[config.mk]
export PLATFORM = sky130hd
export DESIGN_NAME = midi_msg_parser
export DESIGN_NICKNAME = d
export VERILOG_FILES = /design/src/rtl/midi_pkg.sv /design/src/rtl/midi_uart_rx.sv /design/src/rtl/midi_msg_parser.sv
export SDC_FILE = /design/constraint.sdc
export NUM_CORES = 1
export LEC_CHECK = 0
export BUFFER_PORTS_ARGS = -buffer_cell sky130_fd_sc_hd__buf_2
export CAP_MARGIN = 20
export CORE_ASPECT_RATIO = 1.2
export CORE_MARGIN = 2
export CORE_UTILIZATION = 45
export CTS_BUF_LIST = sky130_fd_sc_hd__clkbuf_4
export DETAILED_ROUTE_END_ITERATION = 16
export GPL_TIMING_DRIVEN = 0
export PLACE_DENSITY = 0.62
export SYNTH_ARGS = -nofsm -noshare
export SYNTH_HDL_FRONTEND = slang
export SYNTH_SLANG_ARGS = --single-unit
[constraint.sdc]
create_clock -name clk -period 1.9 [get_ports clk]
set_clock_uncertainty 0.05 [all_clocks]
set_input_delay 0.19 -clock clk [delete_from_list [all_inputs] [get_ports clk]]
set_output_delay 0.19 -clock clk [all_outputs]
set_load 0.05 [all_outputs]
[src/rtl/midi_pkg.sv]
// Shared MIDI constants, RX state encoding and the status-to-length helper
// used by the serial receiver and the message parser.
package midi_pkg;

    localparam logic [7:0] NOTE_OFF = 8'h80;
    localparam logic [7:0] PROG_CHG = 8'hC0;
    localparam logic [7:0] CHAN_AT  = 8'hD0;
    localparam logic [7:0] SYSEX    = 8'hF0;
    localparam logic [7:0] MTC_QF   = 8'hF1;
    localparam logic [7:0] SONG_POS = 8'hF2;
    localparam logic [7:0] SONG_SEL = 8'hF3;
    localparam logic [7:0] TUNE_REQ = 8'hF6;
    localparam logic [7:0] EOX      = 8'hF7;
    localparam logic [7:0] RT_MIN   = 8'hF8;

    typedef enum logic [1:0] {
        RX_IDLE,
        RX_START,
        RX_DATA,
        RX_STOP
    } rx_state_e;

    // Number of data bytes that follow a status byte; 0 for anything without data.
    function automatic logic [1:0] data_len(input logic [7:0] status);
        logic [1:0] len;
        len = 2'd0;
        if (status[7:4] == PROG_CHG[7:4] || status[7:4] == CHAN_AT[7:4]) begin
            len = 2'd1;
        end else if (status >= NOTE_OFF && status < SYSEX) begin
            len = 2'd2;
        end else if (status == MTC_QF || status == SONG_SEL) begin
            len = 2'd1;
        end else if (status == SONG_POS) begin
            len = 2'd2;
        end
        return len;
    endfunction

endpackage

[src/rtl/midi_uart_rx.sv]
// 8N1 serial receiver: two-flop synchronizer, start/data/stop FSM and bit timer.
// Produces a one-cycle byte strobe or a one-cycle framing error per frame.
module midi_uart_rx
    import midi_pkg::*;
#(
    parameter int DIV = 32
) (
    input  logic       clk,
    input  logic       reset,
    input  logic       midi_in,
    output logic [7:0] rx_byte,
    output logic       byte_stb,
    output logic       frame_err
);

    localparam int CW = $clog2(DIV);
    localparam logic [CW-1:0] HALF_M1 = CW'(DIV / 2 - 1);
    localparam logic [CW-1:0] FULL_M1 = CW'(DIV - 1);

    logic            sync1_q, sync2_q;
    logic [1:0]      settle_q, settle_d;
    logic            seenHigh_q, seenHigh_d;
    rx_state_e       state_q, state_d;
    logic [CW-1:0]   cnt_q, cnt_d;
    logic [2:0]      bitIdx_q, bitIdx_d;
    logic [7:0]      shift_q, shift_d;
    logic            byteStb_q, byteStb_d;
    logic            frameErr_q, frameErr_d;

    always_ff @(posedge clk) begin
        if (reset) begin
            sync1_q    <= 1'b1;
            sync2_q    <= 1'b1;
            settle_q   <= 2'b00;
            seenHigh_q <= 1'b0;
            state_q    <= RX_IDLE;
            cnt_q      <= '0;
            bitIdx_q   <= 3'd0;
            shift_q    <= 8'h00;
            byteStb_q  <= 1'b0;
            frameErr_q <= 1'b0;
        end else begin
            sync1_q    <= midi_in;
            sync2_q    <= sync1_q;
            settle_q   <= settle_d;
            seenHigh_q <= seenHigh_d;
            state_q    <= state_d;
            cnt_q      <= cnt_d;
            bitIdx_q   <= bitIdx_d;
            shift_q    <= shift_d;
            byteStb_q  <= byteStb_d;
            frameErr_q <= frameErr_d;
        end
    end

    // settle_q masks the reset value still held in the synchronizer, so a line
    // that is low when reset releases cannot be mistaken for a start edge.
    always_comb begin
        settle_d   = {settle_q[0], 1'b1};
        seenHigh_d = seenHigh_q;
        state_d    = state_q;
        cnt_d      = cnt_q + CW'(1);
        bitIdx_d   = bitIdx_q;
        shift_d    = shift_q;
        byteStb_d  = 1'b0;
        frameErr_d = 1'b0;
        case (state_q)
            RX_IDLE: begin
                cnt_d = '0;
                if (settle_q[1] && sync2_q) begin
                    seenHigh_d = 1'b1;
                end
                if (seenHigh_q && !sync2_q) begin
                    seenHigh_d = 1'b0;
                    state_d    = RX_START;
                end
            end
            RX_START: begin
                if (cnt_q == HALF_M1) begin
                    cnt_d    = '0;
                    bitIdx_d = 3'd0;
                    state_d  = sync2_q ? RX_IDLE : RX_DATA;
                end
            end
            RX_DATA: begin
                if (cnt_q == FULL_M1) begin
                    cnt_d    = '0;
                    shift_d  = {sync2_q, shift_q[7:1]};
                    bitIdx_d = bitIdx_q + 3'd1;
                    if (bitIdx_q == 3'd7) begin
                        state_d = RX_STOP;
                    end
                end
            end
            RX_STOP: begin
                if (cnt_q == FULL_M1) begin
                    cnt_d   = '0;
                    state_d = RX_IDLE;
                    if (sync2_q) begin
                        byteStb_d = 1'b1;
                    end else begin
                        frameErr_d = 1'b1;
                    end
                end
            end
            default: state_d = RX_IDLE;
        endcase
    end

    assign rx_byte   = shift_q;
    assign byte_stb  = byteStb_q;
    assign frame_err = frameErr_q;

endmodule

[src/rtl/midi_msg_parser.sv]
// MIDI byte-stream receiver and message assembler with running status,
// SysEx discard and a one-entry valid/ready output register.
module midi_msg_parser
    import midi_pkg::*;
#(
    parameter int CLK_HZ = 50_000_000,
    parameter int BAUD   = 31250
) (
    input  logic       clk,
    input  logic       reset,
    input  logic       midi_in,
    output logic       msg_valid,
    input  logic       msg_ready,
    output logic [7:0] msg_status,
    output logic [6:0] msg_data1,
    output logic [6:0] msg_data2,
    output logic [1:0] msg_len,
    output logic       frame_err,
    output logic       overrun
);

    localparam int DIV = CLK_HZ / BAUD;

    logic [7:0] rxByte;
    logic       byteStb;

    midi_uart_rx #(
        .DIV(DIV)
    ) u_rx (
        .clk      (clk),
        .reset    (reset),
        .midi_in  (midi_in),
        .rx_byte  (rxByte),
        .byte_stb (byteStb),
        .frame_err(frame_err)
    );

    logic [7:0] curStatus_q, curStatus_d;
    logic       curValid_q, curValid_d;
    logic [1:0] expLen_q, expLen_d;
    logic [1:0] cnt_q, cnt_d;
    logic [6:0] data1_q, data1_d;
    logic       inSysex_q, inSysex_d;

    logic       outValid_q, outValid_d;
    logic [7:0] outStatus_q, outStatus_d;
    logic [6:0] outData1_q, outData1_d;
    logic [6:0] outData2_q, outData2_d;
    logic [1:0] outLen_q, outLen_d;
    logic       overrun_q, overrun_d;

    logic       newValid;
    logic [7:0] newStatus;
    logic [6:0] newData1, newData2;
    logic [1:0] newLen;
    logic       canLoad;

    always_ff @(posedge clk) begin
        if (reset) begin
            curStatus_q <= 8'h00;
            curValid_q  <= 1'b0;
            expLen_q    <= 2'd0;
            cnt_q       <= 2'd0;
            data1_q     <= 7'h00;
            inSysex_q   <= 1'b0;
            outValid_q  <= 1'b0;
            outStatus_q <= 8'h00;
            outData1_q  <= 7'h00;
            outData2_q  <= 7'h00;
            outLen_q    <= 2'd0;
            overrun_q   <= 1'b0;
        end else begin
            curStatus_q <= curStatus_d;
            curValid_q  <= curValid_d;
            expLen_q    <= expLen_d;
            cnt_q       <= cnt_d;
            data1_q     <= data1_d;
            inSysex_q   <= inSysex_d;
            outValid_q  <= outValid_d;
            outStatus_q <= outStatus_d;
            outData1_q  <= outData1_d;
            outData2_q  <= outData2_d;
            outLen_q    <= outLen_d;
            overrun_q   <= overrun_d;
        end
    end

    // System-common statuses reuse curStatus as a one-shot holder; curValid is
    // dropped after their message so they never act as running status.
    always_comb begin
        curStatus_d = curStatus_q;
        curValid_d  = curValid_q;
        expLen_d    = expLen_q;
        cnt_d       = cnt_q;
        data1_d     = data1_q;
        inSysex_d   = inSysex_q;
        newValid    = 1'b0;
        newStatus   = 8'h00;
        newData1    = 7'h00;
        newData2    = 7'h00;
        newLen      = 2'd0;
        if (byteStb) begin
            if (rxByte >= RT_MIN) begin
                newValid  = 1'b1;
                newStatus = rxByte;
            end else if (rxByte[7]) begin
                cnt_d = 2'd0;
                if (rxByte < SYSEX) begin
                    curStatus_d = rxByte;
                    curValid_d  = 1'b1;
                    expLen_d    = data_len(rxByte);
                    inSysex_d   = 1'b0;
                end else if (rxByte == SYSEX) begin
                    inSysex_d  = 1'b1;
                    curValid_d = 1'b0;
                end else if (rxByte == EOX) begin
                    inSysex_d = 1'b0;
                end else if (rxByte == TUNE_REQ) begin
                    curValid_d = 1'b0;
                    newValid   = 1'b1;
                    newStatus  = rxByte;
                end else if (data_len(rxByte) != 2'd0) begin
                    curStatus_d = rxByte;
                    curValid_d  = 1'b1;
                    expLen_d    = data_len(rxByte);
                end else begin
                    curValid_d = 1'b0;
                end
            end else if (!inSysex_q && curValid_q) begin
                if (cnt_q == 2'd0 && expLen_q == 2'd2) begin
                    data1_d = rxByte[6:0];
                    cnt_d   = 2'd1;
                end else begin
                    newValid  = 1'b1;
                    newStatus = curStatus_q;
                    newLen    = expLen_q;
                    cnt_d     = 2'd0;
                    if (expLen_q == 2'd1) begin
                        newData1 = rxByte[6:0];
                    end else begin
                        newData1 = data1_q;
                        newData2 = rxByte[6:0];
                    end
                    if (curStatus_q >= SYSEX) begin
                        curValid_d = 1'b0;
                    end
                end
            end
        end
    end

    // A message may replace the held one only in the cycle it is accepted.
    assign canLoad = !outValid_q || msg_ready;

    always_comb begin
        outValid_d  = outValid_q;
        outStatus_d = outStatus_q;
        outData1_d  = outData1_q;
        outData2_d  = outData2_q;
        outLen_d    = outLen_q;
        overrun_d   = newValid && !canLoad;
        if (newValid && canLoad) begin
            outValid_d  = 1'b1;
            outStatus_d = newStatus;
            outData1_d  = newData1;
            outData2_d  = newData2;
            outLen_d    = newLen;
        end else if (outValid_q && msg_ready) begin
            outValid_d = 1'b0;
        end
    end

    assign msg_valid  = outValid_q;
    assign msg_status = outStatus_q;
    assign msg_data1  = outData1_q;
    assign msg_data2  = outData2_q;
    assign msg_len    = outLen_q;
    assign overrun    = overrun_q;

endmodule

==> flow_summary_export.csv, run 1 <==
group,metric,value,unit
status,status,"finished clean",
drt,dr.first_iter.drc_count,278,
layout,drive_gt1_share,19.28,%
floorplanning,ios,31,
placed_design,io_buffers,29,
drt,via_count,2755,
setup_path,max_stage_delay,380,ps
placed_design,hpwl,5154,um
setup_path,endpoint_kind,"flip-flop",
timing,timing.setup.tns,0,ps
placed_design,place_ws,-73.56,ps
setup_path,worst_setup_path_start_kind,"flip-flop",
pwr,ir_drop,0.5319,mV
yosys,yosys.area.top_type,"dfxtp_1",
timing,holdWs,242.9,ps
setup_path,rrSetupSlack,70,ps
floorplanning,start_util,47.12,%
timing,fin_crit_sh,96.23,%
timing,setup_viol,0,
placed_design,place.gp.congestion,0.8584,
grt,grt_antenna_before_repair,0,
yosys,syn_nets,350,
yosys,synth_edf_count,0,
min_path,min_path_type,"in2reg",
setup_path,r2r_cells,6,
yosys,synthArstFlopShare,0,%
yosys,ys_seq_area_share,47.44,%
timing,timing.fmax,546.9,MHz
clock_tree,clk_latency,420,ps
setup_path,rr_endpoint,"msg_data2[6]$_SDFFE_PP0P_",
pwr,pwr_density_cell,746.4,nW/um^2
clock_tree,cts.sinks,77,
yosys,synth_cell_type_count,51,
setup_path,arrival,2110,ps
grt,grt_pass1_wl,12510,um
setup_path,crit_path_top_delay_cell,"dfxtp_2",
drt,vias_per_cell,5.788,
min_path,worstHoldStart,"msg_ready",
setup_path,path_cells,"nor3b_4 -> nand4_4 -> and3_4 -> buf_6 -> buf_6 -> a22o_1",
timing,min_period,1828,ps
yosys,synth_top_area_share,47.44,%
yosys,synth_warnings,0,
setup_path,crit_top_cell,"buf_6",
layout,fin_nets,391,
timing,tightest_slew,617.9,ps
drt,postRouteWirelength,7692,um
layout,fin_util,54.24,%
setup_path,worstSetupPathType,"reg2reg",
grt,grtUsageTotal,20.54,%
yosys,syn_inst,343,
timing,drv_slew,0,
yosys,ys.flop_type,"dfxtp_1",
yosys,synth_area,3249,sq um
clock_tree,cts_buffers,9,
timing,relSlewSlack,58.81,%
clock_tree,cts_max_path_buffers,2,
layout,areaGrowthSynthToFinish,15.09,%
drt,ant_nets,0,
timing,hold_violations,0,
clock_tree,tritoncts,"done",
drt,wl_per_cell,16.16,um
min_path,holdPathEnd,"overrun$_SDFF_PP0_",
yosys,syn_avg_cell_area,9.473,sq um
clock_tree,cts_root_buf,"clkbuf_4",
floorplanning,die_w,81.57,um
floorplanning,rows,33,
clock_tree,h-tree-depth,3,
setup_path,r2r_start,"u_rx.rx_byte[7]$_SDFFE_PP0P_",
grt,grt-ovfl-total,0,
floorplanning,die-area,7919,sq um
yosys,ys_seq_elements,77,
drt,dr.pass1.iters,5,
grt,grt_max_degree,14,
timing,worst_slack,71.59,ps
clock_tree,path_clk_slew,130,ps
min_path,whs_path_depth,3,
timing,rsz0062_at_grt,"true",
floorplanning,core_area,6895,sq um
yosys,synth_area_leaders,"dfxtp_1, mux2i_1, a21oi_1",
setup_path,critPathMaxFanout,10,
layout,n_antenna_cell,0,
setup_path,required,2180,ps
pwr,p_leak,1.424,nW
run,maxCapViolCount,0,
grt,grt_pass1_vias,2526,
drt,drcViolationCount,0,
floorplanning,dieHeight,97.09,um
-- registers in the layout (all words and copies together), names as in the netlist, 3 cells and up, named ones only --
name,flops
msg_data1,7
data1_q,7
u_rx.rx_byte,8
u_rx.cnt_q,11
msg_status,8
curStatus_q,8
msg_data2,7
u_rx.bitIdx_q,3
-- layout by cell type (no fill, tap or decap), drive strengths merged, types with 2 or more instances in the layout --
master   netlist  routed
a21oi         22      22
a221oi         2       2
a22o           9       9
a22oi          2       2
a31oi          3       3
and2           2       2
and3           4       4
and4           4       4
buf           10      40
bufinv         0       2
clkbuf        14      22
clkinv         1       5
dfxtp         77      77
ha             3       3
inv            8       8
mux2i         21      21
nand2         10      10
nand2b         2       2
nand3         19      19
nand3b         6       6
nand4         12      12
nor2          29      29
nor2b          2       2
nor3          15      15
nor3b          5       5
o21a           2       2
o21ai         20      20
o2bb2ai        7       7
o311a          4       4
o31a           2       2
o31ai          2       2
or2            2       2
or3            2       2
xnor2          4       4
xor2           5       5
-- critical path: cells and delay by family, from the launching register on --
| family | cells | cell delay (ps) |
|---|---|---|
| AND/OR/NAND/NOR | 3 | 810 |
| flip-flops | 1 | 380 |
| buffers and inverters | 2 | 260 |
| AO/OA/AOI/OAI | 1 | 220 |
-- kinds of logic (layout without fill, tap and decap cells) --
family | Yosys count | after routing | share of synthesized area [%]
compound gates | 79 | 79 | 16.79
xor+xnor | 9 | 9 | 2.426
flops | 77 | 77 | 47.44
simple gates | 121 | 121 | 20.91
buf+inv | 33 | 79 | 4.813
mux | 21 | 21 | 6.469
fa+ha+maj | 3 | 3 | 1.155
-- stage by stage --
step | cells | power [W] | area (sq um)
floorplan | 343 | 0.001699 | 3249
global placement | 459 | 0.001715 | 3503
detailed placement | 459 | 0.001717 | 3503
CTS | 475 | 0.002829 | 3694
global route | 476 | 0.002901 | 3740
finish | 476 | 0.002791 | 3740
-- where the power goes --
group	internal [W]	leakage (nW)	switching, W	total, W
clock network	0.000527	0.0833	0.000582	0.00111
logic	0.0000190	0.718	0.0000361	0.0000551
registers	0.00162	0.623	0.00000580	0.00163
total	0.00217	1.42	0.000624	0.00279
-- cell usage after synthesis, types with 4 or more instances --
master      n
dfxtp_1    77
inv_1       8
o2bb2ai_1   7
xor2_1      5
buf_2       5
nand3b_1    6
nand2_1    10
mux2i_1    21
o21ai_0    19
nor3_1     15
and3_1      4
nand3_1    19
clkbuf_1   14
a21oi_1    22
nor2_1     29
nand4_1    11
a22o_1      9
xnor2_1     4
o311a_1     4
-- metal layers --
metal | global-route usage (%) | vias up | share of wire, %
li1 | - | 1339 | -
met1 | 26.86 | 1300 | 46
met2 | 31.65 | 89 | 46
met3 | 4.089 | 27 | 5.7
met4 | 10.51 | 0 | 3.2
met5 | 0 | - | 0
-- worst max-delay path by stage --
stage / startpoint / endpoint / slack (ps) / cells after the start
floorplan: msg_valid$_SDFFE_PP0P_ / msg_data2[5]$_SDFFE_PP0P_ / 110 / 6
global placement: u_rx.cnt_q[0]$_SDFF_PP0_ / u_rx.rx_byte[7]$_SDFFE_PP0P_ / -60 / 7
detailed placement: u_rx.cnt_q[0]$_SDFF_PP0_ / u_rx.rx_byte[6]$_SDFFE_PP0P_ / -70 / 7
CTS: u_rx.rx_byte[7]$_SDFFE_PP0P_ / msg_len[1]$_SDFFE_PP0P_ / 7 / 6
global route: u_rx.byte_stb$_SDFF_PP0_ / expLen_q[0]$_SDFFE_PP0P_ / -20 / 4
finish: u_rx.rx_byte[7]$_SDFFE_PP0P_ / msg_data2[6]$_SDFFE_PP0P_ / 70 / 6
-- layout make-up --
type                       count  area (sq um)
clock buffer                   9         67.56
sequential                    77          1545
buffer                        23         126.4
clock inverter                 7         90.09
multi-input combinational    233          1605
tap                           87         108.9
inverter                       9         33.78
timing repair buffer          31         162.7
fill                         630          3156
-- timing repair --
| action | CTS | global route |
|---|---|---|
| setup buffers | 0 | 1 |
| setup endpoints to repair | 21 | 41 |
| pin swaps | 0 | 0 |
| hold endpoints to repair | 1 | 0 |
| gates resized for setup | 5 | 12 |
| hold buffers | 1 | 0 |
No activity file was read; power rests on OpenSTA's default activity.
==> inputs of run 2 (changes only) <==
--- a/config.mk
+++ b/config.mk
@@ -16,4 +16,5 @@
 export PLACE_DENSITY = 0.62
 export SYNTH_ARGS = -nofsm -noshare
 export SYNTH_HDL_FRONTEND = slang
+export SYNTH_HIERARCHICAL = 1
 export SYNTH_SLANG_ARGS = --single-unit
==> flow_summary_export.csv, run 2 <==
group,metric,value,unit
layout,fin_nets,426,
setup_path,required,2170,ps
placed_design,place.gp.congestion,0.8651,
yosys,synthArstFlopShare,0,%
pwr,p_leak,1.643,nW
drt,dr.first_iter.drc_count,144,
grt,grt-ovfl-total,0,
timing,holdWs,247.7,ps
yosys,ys_seq_area_share,44.49,%
timing,hold_violations,0,
setup_path,path_cells,"or3b_1 -> buf_2 -> nand4_4 -> and2_4 -> buf_12 -> mux2_4",
setup_path,worstSetupPathType,"reg2reg",
yosys,ys_seq_elements,77,
placed_design,place_inst,489,
floorplanning,start_util,45.73,%
setup_path,arrival,2120,ps
yosys,synth_compound_area_share,15.78,%
yosys,yosys.cell_count.top_type,"dfxtp_1",
yosys,synth-xor-area-share,2.275,%
pwr,pwr-share-comb,1.6,%
yosys,syn_avg_cell_area,9.440,sq um
timing,relSlewSlack,65.50,%
yosys,yosys.area.top_type,"dfxtp_1",
yosys,synth_edf_count,0,
placed_design,io_buffers,30,
layout,largest_reg_flops,11,
layout,areaGrowthSynthToFinish,17.80,%
grt,grt_pass1_vias,2713,
timing,timing.fmax,543.0,MHz
setup_path,critPathTopFamily,"simple AND/OR/NAND/NOR gates",
grt,grt_pass1_wl,13090,um
placed_design,place_ws,-235.8,ps
floorplanning,dieHeight,100.1,um
yosys,synthMuxAreaShare,7.512,%
setup_path,critPathBufInv,2,
pwr,p_total,0.002908,W
yosys,synth_fa_ha_area_share,1.083,%
layout,fillers,717,
layout,n_antenna_cell,0,
status,status,"finished clean",
clock_tree,cts_root_buf,"clkbuf_4",
yosys,syn_inst,367,
yosys,synth_top_family_by_area,"simple AND/OR/NAND/NOR gates",
timing,tightest_slew,517.5,ps
yosys,syn_nets,374,
clock_tree,h-tree-depth,3,
timing,setup_viol,0,
grt,grt_antenna_before_repair,0,
run,maxCapViolCount,0,
pwr,p_sw,0.0006146,W
setup_path,critPathMaxFanout,7,
yosys,synth_top_area_share,44.49,%
pwr,p_int,0.002293,W
drt,postRouteWirelength,8100,um
grt,grt_max_degree,14,
drt,wl_per_cell,15.70,um
yosys,yosys.area_share.simple,24.52,%
clock_tree,cts.sinks,77,
timing,fin_crit_sh,96.94,%
layout,layout_common_cells,"dfxtp_1, nor2_1, buf_2, nand2_1, a21oi_1",
setup_path,max_stage_delay,380,ps
clock_tree,path_clk_slew,130,ps
drt,vias_per_cell,5.636,
setup_path,worst_setup_path_start_kind,"flip-flop",
layout,drive_gt1_share,25.00,%
floorplanning,ios,31,
layout,final_cells,516,
drt,via_count,2908,
clock_tree,tritoncts,"done",
layout,regMostFlops,"u_rx/cnt_q",
pwr,pwr_density_cell,712.4,nW/um^2
floorplanning,die_w,84.10,um
drt,drcViolationCount,0,
drt,ant_nets,0,
timing,timing.setup.tns,0,ps
yosys,synth_area_leaders,"dfxtp_1, mux2i_1, nor2_1",
yosys,synth_warnings,6,
setup_path,crit_path_top_delay_cell,"dfxtp_1",
yosys,ys.flop_type,"dfxtp_1",
min_path,min_path_type,"in2reg",
timing,drv_slew,0,
layout,final_common_cell,"dfxtp_1",
pwr,p_clk_share,42.7,%
placed_design,hpwl,5584,um
yosys,synth_cell_type_count,59,
pwr,seq_power_share,55.8,%
timing,min_period,1842,ps
pwr,switching_share,21.14,%
drt,dr.pass1.iters,4,
grt,grtUsageTotal,19.53,%
pwr,ir_drop,0.4753,mV
floorplanning,rows,35,
clock_tree,cts_max_path_buffers,2,
yosys,yosys-top-cells-count,"dfxtp_1, nor2_1, nand2_1",
floorplanning,die-area,8420,sq um
clock_tree,clk_latency,430,ps
yosys,synth_area,3465,sq um
clock_tree,cts_buffers,9,
timing,worst_slack,58.22,ps
floorplanning,core_area,7576,sq um
setup_path,endpoint_kind,"flip-flop",
-- run 2: cell count changes after synthesis, sizes merged, moves of 5 or more --
| cell | change |
|---|---|
| nor3 | -9 |
| mux2 | +7 |
| o2bb2ai | -7 |
| nand2 | +19 |
| nor2 | +5 |
| nor2b | +10 |
| a22o | -9 |
| a32o | +8 |
-- run 2: power groups by stage --
stage	logic, W	clock network, W	registers (W)
after floorplan	0.0000267	0	0.00166
after global placement	0.0000424	0	0.00166
after detailed placement	0.0000429	0	0.00166
after CTS	0.0000461	0.00126	0.00162
after global routing	0.0000504	0.00132	0.00162
final	0.0000456	0.00124	0.00162
-- run 2: what timing repair did --
item	4_1_cts	5_1_grt
buffers inserted	4	6
hold buffers	2	0
setup endpoints to repair	36	33
gates resized for setup	15	9
gates cloned	0	1
pin swaps	2	4
hold endpoints to repair	2	0
-- run 2: area by class of cell --
class | instances | area (sq um) | area share [%]
Clock inverter | 7 | 113.9 | 2.790
Inverter | 6 | 22.52 | 0.5518
Multi-Input combinational cell | 261 | 1785 | 43.75
Clock buffer | 9 | 67.56 | 1.655
Buffer | 21 | 152.6 | 3.740
Tap cell | 92 | 115.1 | 2.820
Sequential cell | 77 | 1554 | 38.07
Timing Repair Buffer | 43 | 270.3 | 6.622
-- run 2: logic make-up (layout without fill, tap and decap cells) --
logic type                 after synthesis  count (layout)
muxes                                   24              24
adders and majority gates                3               3
and+or+nand+nor                        144             144
buffers and inverters                   29              86
DFF                                     77              77
AOI/OAI and AO/OA                       81              81
xor gates and xnor gates                 9               9
-- run 2: worst paths after layout --
check                                start                        end  slack (ps)  depth (start not counted)
hold / removal                   msg_ready         overrun$_SDFF_PP0_         250                          3
setup reg to reg  expLen_q[0]$_SDFFE_PP0P_  msg_data1[3]$_SDFFE_PP0P_          60                          6
hold reg to reg    u_rx/sync1_q$_SDFF_PP1_    u_rx/sync2_q$_SDFF_PP1_         380                          1
setup / recovery  expLen_q[0]$_SDFFE_PP0P_  msg_data1[3]$_SDFFE_PP0P_          60                          6
-- run 2: through the flow --
stage,instance area (sq um),util [%]
2_1_floorplan,3466,-
3_3_place_gp,3731,49.25
3_5_place_dp,3731,49.25
4_1_cts,4008,52.90
5_1_grt,4081,53.87
6_report,4081,53.87
-- run 2: worst reg2reg max path: cells and delay by family, from the launching register on --
kind                   cells  cell delay (ps)
flip-flops                 1              380
multiplexers               1              290
AND/OR/NAND/NOR            3              710
buffers and inverters      2              320
-- run 2: layer usage --
metal	track usage, %	up-vias	routed length, um
li1	-	1440	-
met1	23.45	1398	3587
met2	34.43	57	4095
met3	3.454	13	258
met4	8.065	0	158
met5	0	-	0
